**config.mk**
```make
export PLATFORM = sky130hd
export DESIGN_NAME = race_timer_scoreboard
export DESIGN_NICKNAME = d
export VERILOG_FILES = /design/src/rtl/race_timer_scoreboard.sv
export SDC_FILE = /design/constraint.sdc
export NUM_CORES = 1
export LEC_CHECK = 0
export CORE_UTILIZATION = 53
export DETAILED_ROUTE_END_ITERATION = 10
export PLACE_DENSITY = 0.8
export SYNTH_ARGS = -nofsm -noshare
export SYNTH_HDL_FRONTEND = slang
export SYNTH_SLANG_ARGS = --single-unit
export TNS_END_PERCENT = 5
```
**constraint.sdc**
```tcl
create_clock -name Clock -period 3.55 [get_ports Clock]
set_clock_uncertainty 0.2 [all_clocks]
set_input_delay 0.355 -clock Clock [delete_from_list [all_inputs] [get_ports Clock]]
set_output_delay 0.355 -clock Clock [all_outputs]
set_load 0.02 [all_outputs]
```
**src/rtl/race_timer_scoreboard.sv**
```systemverilog
// Drag-race run timer: counts centiseconds in packed BCD from launch to win/crash/timeout
// and keeps the best winning time until hard reset.
module race_timer_scoreboard #(
    parameter int TICK_DIV  = 500000,
    parameter int WIN_SPEED = 200
) (
    input  logic        Clock,
    input  logic        Reset,
    input  logic        NewGame,
    input  logic        Launch,
    input  logic        Crash,
    input  logic [8:0]  Speed,
    output logic [15:0] TimeBCD,
    output logic [15:0] BestBCD,
    output logic        Running,
    output logic        Finished,
    output logic        Dnf,
    output logic        BestValid,
    output logic        NewRecord
);

    localparam int            PW         = (TICK_DIV > 1) ? $clog2(TICK_DIV) : 1;
    localparam logic [PW-1:0] PRESC_LAST = PW'(TICK_DIV - 1);
    localparam logic [8:0]    WIN_THR    = 9'(WIN_SPEED);
    localparam logic [15:0]   TIME_MAX   = 16'h9999;

    typedef enum logic [1:0] {
        S_IDLE,
        S_RUNNING,
        S_FINISHED,
        S_DNF
    } state_t;

    state_t        state;
    logic [PW-1:0] presc;
    logic [15:0]   time_bcd;
    logic [15:0]   best_bcd;
    logic          best_valid;
    logic          new_record;
    logic          tick;

    // Four-digit BCD increment with a ripple carry between digits.
    function automatic logic [15:0] bcd_inc(input logic [15:0] v);
        logic [15:0] r;
        logic        carry;
        r     = v;
        carry = 1'b1;
        for (int d = 0; d < 4; d++) begin
            if (carry) begin
                if (r[d*4 +: 4] == 4'd9) begin
                    r[d*4 +: 4] = 4'd0;
                end else begin
                    r[d*4 +: 4] = r[d*4 +: 4] + 4'd1;
                    carry       = 1'b0;
                end
            end
        end
        return r;
    endfunction

    assign tick = (presc == PRESC_LAST);

    always_ff @(posedge Clock) begin
        if (Reset) begin
            state      <= S_IDLE;
            presc      <= '0;
            time_bcd   <= '0;
            best_bcd   <= '0;
            best_valid <= 1'b0;
            new_record <= 1'b0;
        end else if (NewGame) begin
            state      <= S_IDLE;
            presc      <= '0;
            time_bcd   <= '0;
            new_record <= 1'b0;
        end else begin
            case (state)
                S_IDLE: begin
                    if (Launch) begin
                        state    <= S_RUNNING;
                        presc    <= '0;
                        time_bcd <= '0;
                    end
                end
                S_RUNNING: begin
                    if (Crash) begin
                        state <= S_DNF;
                    end else if (Speed >= WIN_THR) begin
                        state <= S_FINISHED;
                        // Packed BCD orders the same as unsigned binary; ties are not records.
                        if (!best_valid || (time_bcd < best_bcd)) begin
                            best_bcd   <= time_bcd;
                            best_valid <= 1'b1;
                            new_record <= 1'b1;
                        end else begin
                            new_record <= 1'b0;
                        end
                    end else begin
                        presc <= tick ? '0 : presc + 1'b1;
                        if (tick) begin
                            if (time_bcd == TIME_MAX) begin
                                state <= S_DNF;
                            end else begin
                                time_bcd <= bcd_inc(time_bcd);
                            end
                        end
                    end
                end
                default: begin
                end
            endcase
        end
    end

    assign TimeBCD   = time_bcd;
    assign BestBCD   = best_bcd;
    assign Running   = (state == S_RUNNING);
    assign Finished  = (state == S_FINISHED);
    assign Dnf       = (state == S_DNF);
    assign BestValid = best_valid;
    assign NewRecord = new_record;

endmodule

```
==> Yosys cells after proc, flatten, opt, wreduce, memory -nomap -nowiden <==
Index checks and enable logic that the tools add are counted.
{ "op_classes": {"n_bitwise": 2, "order_cmp": 2, "mux": 51, "n_reduce_logical": 13, "eq_ne": 19, "addsub": 5} }
{ "op_table": {"columns": ["cell", "n"], "rows": [
  ["$mux 16", 5],
  ["$mux 19", 4],
  ["$pmux 19 s2", 1],
  ["$pmux 16 s2", 1],
  ["$mux 4", 7],
  ["$mux 1", 27],
  ["$reduce_and 7->1", 3],
  ["$add 19x1->19 const B", 1],
  ["$eq 19x19->1 const B", 1],
  ["$add 4x1->4 const B", 4],
  ["$eq 16x16->1 const B", 1],
  ["$eq 4x4->1 const B", 4],
  ["$lt 16x16->1", 1],
  ["$mux 2", 5],
  ["$ge 9x8->1 const B", 1],
  ["$ne 2x1->1 const B", 4],
  ["$ne 2x2->1 const B", 4],
  ["$ne 4x2->1 const B", 2],
  ["$reduce_and 4->1", 2],
  ["$reduce_and 6->1", 1],
  ["$reduce_and 5->1", 1],
  ["$eq 2x2->1 const B", 2],
  ["$pmux 2 s2", 1],
  ["$reduce_and 3->1", 1],
  ["other kinds (7)", 8]
]} }
{ "word_totals": {"register_bits": 55, "word_cells": 101, "out_inout_bits": 37} }

==> Depth between registers and ports, before layout <==
{ "depth": {"word_depth": 31, "ltp_mapped": 9} }

==> Least setup slack after synthesis <==
OpenSTA, ideal clock, no wires.
{ "synth_timing": {"kind": "flip-flop to flip-flop", "startpoint": "register time_bcd[2], in the netlist TimeBCD[2]", "endpoint": "register best_bcd[10], in the netlist BestBCD[10]", "t_required_ns": 3.278, "t_arrival_ns": 2.507, "slack_ns": 0.771, "stages_incl_launch_ff": 9, "synth_period_minus_slack_ns": 2.779, "path_buffers": 1, "cell_sequence": "dfxtp_1 ha_1 a211o_1 a31oi_1 o21a_1 o21ai_0 a21oi_1 buf_2 mux2i_1"} }
{ "synth_between": {"elab_chain_len": 3} }
{ "synth_rtl": {"columns": ["element", "line", "source"], "rows": [
  ["start: declaration", "36", "logic [15:0] time_bcd;"],
  ["start signal: assignment", "104", "time_bcd <= bcd_inc(time_bcd);"],
  ["$lt 16x16->1", "91", "if (!best_valid || (time_bcd < best_bcd)) begin"],
  ["$logic_or 1x1->1", "91", null],
  ["$reduce_and 5->1 (no source line)", null, null],
  ["end signal: assignment", "92", "best_bcd <= time_bcd;"],
  ["end: declaration", "37", "logic [15:0] best_bcd;"]
]} }
No other way between the ends.
A chain may end at the register's enable or synchronous reset.

==> Worst setup path after layout <==
{ "layout_timing": {"startpoint": "register state[1]", "endpoint": "register time_bcd[6], in the netlist TimeBCD[6]"} }
{ "layout_between": {"elab_chain_len": 3, "elab_cells_between_ends": 11} }
{ "layout_rtl": {"columns": ["element", "line", "source"], "rows": [
  ["start: declaration", "34", "state_t state;"],
  ["start signal: assignment", "65", "state <= S_IDLE;"],
  ["start signal: assignment", "72", "state <= S_IDLE;"],
  ["start signal: assignment", "80", "state <= S_RUNNING;"],
  ["$eq 2x1->1 / $logic_not 2->1 (equally long branches)", "77", "case (state)"],
  ["$ne 2x1->1 (no source line), or another cell as far along", null, null],
  ["$reduce_and 7->1 (no source line)", null, null]
]} }
Parallel ways exist; a longest one is shown, timed or not.

==> impl_metrics.py <==
metrics = {
    "cells_and_area": {
        "final_util_pct": 66.9,
        "regArea_mm2": 0.00110,
        "final_cells": 486,
        "diodes": 0,
        "final_common_cell": "dfxtp_1",
        "layout_common_cells": "dfxtp_1, clkdlybuf4s50_1, nor2_1",
        "n_fill_cell": 491,
        "final_area_mm2": 0.00373,
        "drive_gt1_share_pct": 3.86,
        "multi_input_area_mm2": 0.00184,
        "area_growth_pct": 20.9,
        "layout.nets": 451,
    },
    "clock_network": {
        "path_clk_slew_ns": 0.10,
        "htree_levels": 2,
        "cts-root-buf": "clkbuf_8",
        "clk_latency_ns": 0.32,
        "cts_resized": 0,
        "cts_setup_buffers": 0,
        "postCtsHoldBufs": 0,
        "clock-sinks": 55,
        "cts_tree": "done",
        "cts_made_buffers": 5,
        "clk_path_buf_depth": 2,
    },
    "routing": {
        "wl_met1_um": 3110,
        "met3_length_um": 297,
        "drt_first_pass_iters": 4,
        "drcViolationCount": 0,
        "routed_via_density": 5.49,
        "route.top_layer_used": "met4",
        "wl_met2_um": 3010,
        "routed_wl_um": 6490,
        "antenna_left": 0,
        "vias": 2666,
        "drt_iter0_markers": 105,
        "wire_per_inst_um": 13.3,
    },
    "power": {
        "peakVddDrop_uv": 187,
        "powerDensity_mw_per_mm2": 289,
        "p_leak_nw": 1.30,
    },
    "synthesis": {
        "synth_area_leaders": "dfxtp_1, ha_1, nand2b_1",
        "ys_seq_area_share_pct": 35.7,
        "yosysTopAreaCell": "dfxtp_1",
        "syn_inst": 366,
        "async_flop_share_pct": 0,
        "syn_area_mm2": 0.00309,
        "post-synth-top-area-fraction_pct": 35.7,
        "netlist-cell-type-count": 42,
        "yosys_warnings": 0,
        "synth_edf_count": 0,
        "synth_ff_type": "dfxtp_1",
        "synth_nets": 404,
        "synth-seq-cells": 55,
        "postSynthAreaPerCell_um2": 8.43,
    },
    "critical_path": {
        "path_max_fanout": 9,
        "regToRegEndpoint": "TimeBCD[6]",
        "r2r_slack_ns": 0.71,
        "critPathCapture": "TimeBCD[6]",
        "r2r_start": "state[1]",
        "critPathLaunch": "state[1]",
        "start_kind": "flop",
        "worst_ep_required_time_ns": 3.59,
        "criticalPathCategory": "reg -> reg",
        "worst_setup_path_end_kind": "flop",
        "cp.arrival_ns": 2.88,
        "reg2regPathDepth": 7,
    },
    "timing": {
        "fmax_ghz": 0.352,
        "hold_viol": 0,
        "period_minus_slack_ns": 2.84,
        "post-route-period-util_pct": 80.0,
        "tightest_slew_ns": 0.498,
        "slew_violations": 0,
        "setup_ws_ns": 0.708,
        "slew_headroom_pct": 65.9,
        "rsz0062_at_grt": "no",
        "tns_ns": 0,
        "setup-violations-final": 0,
    },
    "die": {
        "start_util_pct": 55.4,
        "fp-row-count": 27,
        "core-area_mm2": 0.00557,
        "ios": 51,
        "die-width_um": 78.3,
        "die_area_mm2": 0.00613,
        "die_y_um": 78.3,
    },
    "place": {
        "globalplace.congestion": 0.829,
        "port_buffers": 47,
        "hpwlAfterDp_um": 4910,
        "pre_cts_slack_ns": 0.517,
        "place_inst": 478,
        "placed_area_mm2": 0.00364,
    },
    "grt": {
        "grt_pass1_wl_um": 11200,
        "antenna_found_initial": 0,
        "grt_pass1_vias": 2544,
        "grt_use_total_pct": 22.6,
        "overflow": 0,
        "grt_start_max_net_pins": 36,
    },
    "run": {
        "maxCapViolations": 0,
    },
    "run_status": {
        "status": "finished, final reports clean",
    },
    "min_path": {
        "min_path_type": "reg -> reg",
    },
}
## critical path: stages, from the launching register on
cell      delay (ns)
dfxtp_1         0.45
nand2b_1        0.35
inv_2           0.18
o21ai_1         0.15
nand2_1         0.22
or3_1           0.54
or4_1           0.50
a21oi_1         0.18
## final cells by class
| type | instances | share of cell area (%) |
|---|---|---|
| timing repair buffer | 52 | 13.6 |
| clock buffer | 5 | 1.84 |
| tap | 72 | 2.41 |
| multi-input combinational | 273 | 49.3 |
| sequential | 55 | 29.5 |
| inverter | 26 | 2.62 |
| clock inverter | 3 | 0.671 |
## worst min path at each step
stage	startpoint	end	slack [ns]	cells past startpoint
finish	BestBCD[14]	BestBCD[14]	0.29	2
global route	BestBCD[11]	BestBCD[11]	0.32	2
CTS	BestBCD[14]	BestBCD[14]	0.30	2
detailed placement	BestBCD[2]	BestBCD[2]	0.28	2
global placement	BestBCD[13]	BestBCD[13]	0.27	2
floorplan	presc[17]	presc[17]	0.27	2
## kinds of logic (layout without fill, tap and decap cells)
kind of cell | count (synthesis) | count (layout) | share of synthesized area [%]
AND/OR/NAND/NOR | 158 | 158 | 27.5
flip-flops | 55 | 55 | 35.7
AO/OA/AOI/OAI | 53 | 53 | 10.8
buffers and inverters | 38 | 86 | 4.79
adder cells (fa/ha/maj) | 24 | 24 | 9.73
XOR/XNOR | 20 | 20 | 5.68
multiplexers | 18 | 18 | 5.84
## registers in the layout (all words and copies together) (netlist names)
signal,flops
BestBCD,16
state,2
BestValid,1
presc,19
NewRecord,1
TimeBCD,16
## cell usage after synthesis, drive strengths merged (2+ instances only)
cell and number:
dfxtp 55, nor2 39, nand2b 38, inv 26, ha 24, nand2 19
mux2i 18, o21ai 16, nand3 14, a21oi 13, xor2 13, and3 8
clkbuf 8, nand4 7, nor3 7, xnor2 7, a211oi 5, and3b 4
buf 4, or4 4, a31oi 3, and4 3, nor2b 3, or3 3
a211o 2, a21o 2, a32o 2, and2 2, nand3b 2, nor4b 2
o211ai 2, o21a 2, o31ai 2
## stage by stage
step / hold slack, ns / total power, mW
2_1_floorplan: 0.272 / 0.700
3_3_place_gp: 0.272 / 0.732
3_5_place_dp: 0.281 / 0.734
4_1_cts: 0.296 / 1.09
5_1_grt: 0.321 / 1.12
6_report: 0.293 / 1.08
## metal layers
metal,vias up,GRT usage (%)
met5,-,0
met4,0,7.59
met3,7,3.95
met2,59,38.4
met1,1243,28.9
li1,1357,-
## power by group
group | switching (mW) | internal [mW]
Combinational | 0.0525 | 0.0421
Clock | 0.217 | 0.142
Sequential | 0.00588 | 0.620
(Power assumes the default switching activity.)
